===== config.mk =====
export PLATFORM = sky130hd
export DESIGN_NAME = ks_adder_pipe
export DESIGN_NICKNAME = d
export VERILOG_FILES = /design/src/rtl/ks_adder_pkg.sv /design/src/rtl/ks_prefix_level.sv /design/src/rtl/ks_adder_pipe.sv
export SDC_FILE = /design/constraint.sdc
export NUM_CORES = 1
export LEC_CHECK = 0
export BUFFER_PORTS_ARGS = -buffer_cell sky130_fd_sc_hd__buf_4
export CORE_ASPECT_RATIO = 2
export CORE_UTILIZATION = 40
export DETAILED_ROUTE_END_ITERATION = 8
export PLACE_DENSITY = 0.55
export SLEW_MARGIN = 25
export SYNTH_ARGS = -nofsm -noshare
export SYNTH_HDL_FRONTEND = slang
export SYNTH_HIERARCHICAL = 1
export SYNTH_SLANG_ARGS = --single-unit
export TNS_END_PERCENT = 50

===== constraint.sdc =====
create_clock -name clk -period 2.07 [get_ports clk]
set_input_delay 0.1035 -clock clk [delete_from_list [all_inputs] [get_ports clk]]
set_output_delay 0.1035 -clock clk [all_outputs]
set_load 0.005 [all_outputs]

===== src/rtl/ks_adder_pkg.sv =====
// Shared sizing helpers for the pipelined Kogge-Stone adder: prefix depth and end-to-end latency.
package ks_adder_pkg;

  localparam int KS_DEF_WIDTH     = 8;
  localparam int KS_DEF_REG_EVERY = 1;

  function automatic int clog2(input int n);
    int r;
    int v;
    r = 0;
    v = 1;
    while (v < n) begin
      v = v << 1;
      r++;
    end
    return r;
  endfunction

  function automatic int ks_levels(input int width);
    return clog2(width);
  endfunction

  // One register for the bitwise G/P stage plus one per group of REG_EVERY prefix levels.
  function automatic int ks_latency(input int width, input int reg_every);
    return 1 + (ks_levels(width) + reg_every - 1) / reg_every;
  endfunction

endpackage


===== src/rtl/ks_prefix_level.sv =====
// One combinational Kogge-Stone prefix level: black cells at i>=SPAN, pass-through below.
module ks_prefix_level #(
  parameter int WIDTH = 8,
  parameter int SPAN  = 1
) (
  input  logic [WIDTH-1:0] g_i,
  input  logic [WIDTH-1:0] p_i,
  output logic [WIDTH-1:0] g_o,
  output logic [WIDTH-1:0] p_o
);

  for (genvar i = 0; i < WIDTH; i++) begin : g_bit
    if (i >= SPAN) begin : g_black
      assign g_o[i] = g_i[i] | (p_i[i] & g_i[i-SPAN]);
      assign p_o[i] = p_i[i] & p_i[i-SPAN];
    end else begin : g_pass
      assign g_o[i] = g_i[i];
      assign p_o[i] = p_i[i];
    end
  end

endmodule


===== src/rtl/ks_adder_pipe.sv =====
// Pipelined Kogge-Stone adder with valid/ready stream and global stall.
// Define KS_ADD_SAT_EN to saturate the sum to all-ones on carry-out.
module ks_adder_pipe
  import ks_adder_pkg::*;
#(
  parameter int WIDTH     = KS_DEF_WIDTH,
  parameter int REG_EVERY = KS_DEF_REG_EVERY
) (
  input  logic             clk,
  input  logic             reset,
  input  logic             in_valid,
  output logic             in_ready,
  input  logic [WIDTH-1:0] a,
  input  logic [WIDTH-1:0] b,
  input  logic             cin,
  output logic             out_valid,
  input  logic             out_ready,
  output logic [WIDTH-1:0] sum,
  output logic             cout,
  output logic             out_sat
);

  localparam int LEVELS = ks_levels(WIDTH);
  localparam int STAGES = ks_latency(WIDTH, REG_EVERY) - 1;

  logic [STAGES:0] vld_pipe_q;
  logic            stall;
  logic            adv;

  assign stall     = vld_pipe_q[STAGES] & ~out_ready;
  assign adv       = ~stall;
  assign in_ready  = adv;
  assign out_valid = vld_pipe_q[STAGES];

  always_ff @(posedge clk) begin
    if (reset)    vld_pipe_q <= '0;
    else if (adv) vld_pipe_q <= {vld_pipe_q[STAGES-1:0], in_valid};
  end

  // Stage 0: bitwise generate/propagate with carry-in folded into bit 0.
  logic [WIDTH-1:0] g0_d, g0_q, p0_q;
  logic             cin0_q;

  always_comb begin
    g0_d    = a & b;
    g0_d[0] = g0_d[0] | ((a[0] ^ b[0]) & cin);
  end

  always_ff @(posedge clk) begin
    if (adv) begin
      g0_q   <= g0_d;
      p0_q   <= a ^ b;
      cin0_q <= cin;
    end
  end

  logic [LEVELS:0][WIDTH-1:0] g_w, p_w, praw_w;
  logic [LEVELS:0]            cin_w;

  assign g_w[0]    = g0_q;
  assign p_w[0]    = p0_q;
  assign praw_w[0] = p0_q;
  assign cin_w[0]  = cin0_q;

  for (genvar k = 0; k < LEVELS; k++) begin : g_lvl
    logic [WIDTH-1:0] g_nx, p_nx;

    ks_prefix_level #(.WIDTH(WIDTH), .SPAN(1 << k)) u_lvl (
      .g_i(g_w[k]), .p_i(p_w[k]), .g_o(g_nx), .p_o(p_nx)
    );

    // The last level feeds the output register directly, so it never gets its own cut.
    if (((k + 1) % REG_EVERY == 0) && (k < LEVELS - 1)) begin : g_reg
      logic [WIDTH-1:0] g_q, p_q, praw_q;
      logic             cin_q;
      always_ff @(posedge clk) begin
        if (adv) begin
          g_q    <= g_nx;
          p_q    <= p_nx;
          praw_q <= praw_w[k];
          cin_q  <= cin_w[k];
        end
      end
      assign g_w[k+1]    = g_q;
      assign p_w[k+1]    = p_q;
      assign praw_w[k+1] = praw_q;
      assign cin_w[k+1]  = cin_q;
    end else begin : g_comb
      assign g_w[k+1]    = g_nx;
      assign p_w[k+1]    = p_nx;
      assign praw_w[k+1] = praw_w[k];
      assign cin_w[k+1]  = cin_w[k];
    end
  end

  logic [WIDTH-1:0] raw_sum, sum_d, sum_q;
  logic             cout_d, cout_q, sat_d, sat_q;

  assign raw_sum = praw_w[LEVELS] ^ {g_w[LEVELS][WIDTH-2:0], cin_w[LEVELS]};
  assign cout_d  = g_w[LEVELS][WIDTH-1];

`ifdef KS_ADD_SAT_EN
  assign sum_d = cout_d ? '1 : raw_sum;
  assign sat_d = cout_d;
`else
  assign sum_d = raw_sum;
  assign sat_d = 1'b0;
`endif

  always_ff @(posedge clk) begin
    if (reset) begin
      sum_q  <= '0;
      cout_q <= 1'b0;
      sat_q  <= 1'b0;
    end else if (adv) begin
      sum_q  <= sum_d;
      cout_q <= cout_d;
      sat_q  <= sat_d;
    end
  end

  assign sum     = sum_q;
  assign cout    = cout_q;
  assign out_sat = sat_q;

endmodule


==> reports/results.tsv <==
metric	value	unit
coreArea	0.00657	sq mm
syn-num-nets	191	
fin_tns_setup	0	ns
crit_family	buffers and inverters	
cp_slowest_cell	buf_4	
finish.utilization	50.1	%
drc	0	
required	1.97	ns
io_buffers	31	
path_class	reg2out	
timing.critical_path.mode_cell	buf_4	
startpoint_type	register	
grt_max_degree	43	
finalMaxSlewViolations	0	
path_buf_inv	3	
drive_above_1_share	24.9	%
grt-ovfl-total	0	
antenna_found_initial	0	
rows	42	
final_nets	225	
max_stage_delay	0.40	ns
insertion_delay	0.33	ns
first_pass_iters	4	
met1_usage	11.1	%
p_switching	0.678	mW
vdd_ir_drop_max	0.000602	V
finalWirelength	3.60	mm
grt_use_total	12.0	%
syn-mean-instance-area	16.8	sq um
drtAntennaViolNets	0	
combPwrFrac	5.8	%
status	finished, final reports clean	
drtIter0Drc	31	
crit_chain	nor2b_4, inv_2, buf_4, buf_4	
num_io_pins	33	
grt_pass1_wl	5.84	mm
ys_warn_count	6	
cts_tree	built	
pwr-share-seq	52.5	%
p_leak	1.40	nW
grt_pass1_vias	1337	
vias_per_cell	4.60	
hold_viol	0	
cp.arrival	1.43	ns
antenna_cells	0	
period_minus_slack	1.54	ns
die_area	0.00715	sq mm
cts_setup_buffers	0	
rsz0062_at_grt	false	
pwr-share-clk	41.7	%
p_sw_share	19.0	%
p_total	3.57	mW
maxCapViolCount	0	
wl_per_cell	12.5	um
crit_path_end_kind	output pin	
hold_class	in2reg	
p_int	2.89	mW
use_met3	3.94	%
power_density	1090	mW/mm^2
htreeDepth	3	
gp_congestion	0.706	
clockBufferDepth	2	
die-width	60.3	um
syn-cell-area	0.00272	sq mm
postCtsResizedCells	0	
initial_core_util	41.4	%
root_buffer	clkbuf_16	
synthCells	162	
finalSetupViolCount	0	
die_y	119	um
syn_to_final_growth	21.0	%
cts_buffers	9	
skew	0.00426	ns
fin_crit_sh	74.2	%
clkSinkCount	74	
busiest_layer	met2	
gr-usage-met2	20.0	%
path_clk_slew	0.05	ns
fmax	651	MHz
route.vias.total	1330	
cp_max_fo	42	
metrics by stage:
stage | worst slack, ns | area, sq um | instances | hold WS (ns)
after CTS | 0.510 | 3290 | 289 | 0.0477
after detailed placement | 0.752 | 2990 | 272 | 0.295
after global routing | 0.414 | 3290 | 289 | 0.0555
after global placement | 0.832 | 2990 | 272 | 0.291
after floorplan | 0.804 | 2720 | 162 | 0.176
final | 0.534 | 3290 | 289 | 0.0518
final cells by class:
cell class	count	area (sq um)
Clock buffer	13	250
Clock inverter	3	40.0
Fill cell	578	3280
Inverter	1	3.75
Multi-Input combinational cell	76	536
Sequential cell	74	2090
Tap cell	88	110
Timing Repair Buffer	34	258
worst reg2reg max path, stage by stage (launching register included):
cell,delay (ns)
dfxtp_1,0.30
nor2b_4,0.14
inv_2,0.05
buf_4,0.40
nor2_1,0.10
a211oi_1,0.22
power by group through the flow:
stage / registers (mW) / logic, mW / clock network (mW)
CTS: 1.88 / 0.213 / 1.53
finish: 1.87 / 0.208 / 1.49
global route: 1.89 / 0.233 / 1.58
detailed placement: 1.91 / 0.211 / 0
global placement: 1.90 / 0.203 / 0
floorplan: 1.88 / 0.142 / 0
final timing paths:
path,cells after the start,slack (ns),from,end
setup / recovery,4,0.53,vld_pipe_q[3],in_ready
hold / removal,2,0.05,reset,cout
setup reg to reg,5,0.78,vld_pipe_q[3],sum[1]
hold reg to reg,0,0.42,g_lvl[0].g_reg.praw_q[7],g_lvl[1].g_reg.praw_q[7]
cell usage in the layout, fill, tap and decap left out, drive strengths merged:
cell          n
edfxtp       61
buf          33
a21o         18
dfxtp        13
clkbuf       13
nor2         10
and2         10
xnor2         8
a211oi        8
nand2         8
ha            8
a21oi         4
clkinv        2
nor2b         1
inv           1
conb          1
bufinv        1
dlygate4sd3   1
sequential cells by signal, summed over array words and instances, names as in the netlist:
| name | cells |
|---|---|
| cout | 1 |
| sum | 8 |
| g_lvl.g_reg.p_q | 10 |
| g0_q | 8 |
| g_lvl.g_reg.g_q | 16 |
| p0_q | 8 |
| vld_pipe_q | 4 |
| g_lvl.g_reg.cin_q | 2 |
| g_lvl.g_reg.praw_q | 16 |
| cin0_q | 1 |
timing repair:
item                       4_1_cts  5_1_grt
hold buffers                     1        0
setup endpoints to repair        0        0
hold endpoints to repair         1        0
routing by layer:
metal	up-vias	part of all wire, %	wire, um
li1	654	-	-
met1	627	33	1200
met2	39	57	2060
met3	10	5.8	209
met4	0	3.7	133
met5	-	0	0
(Power assumes the default switching activity.)
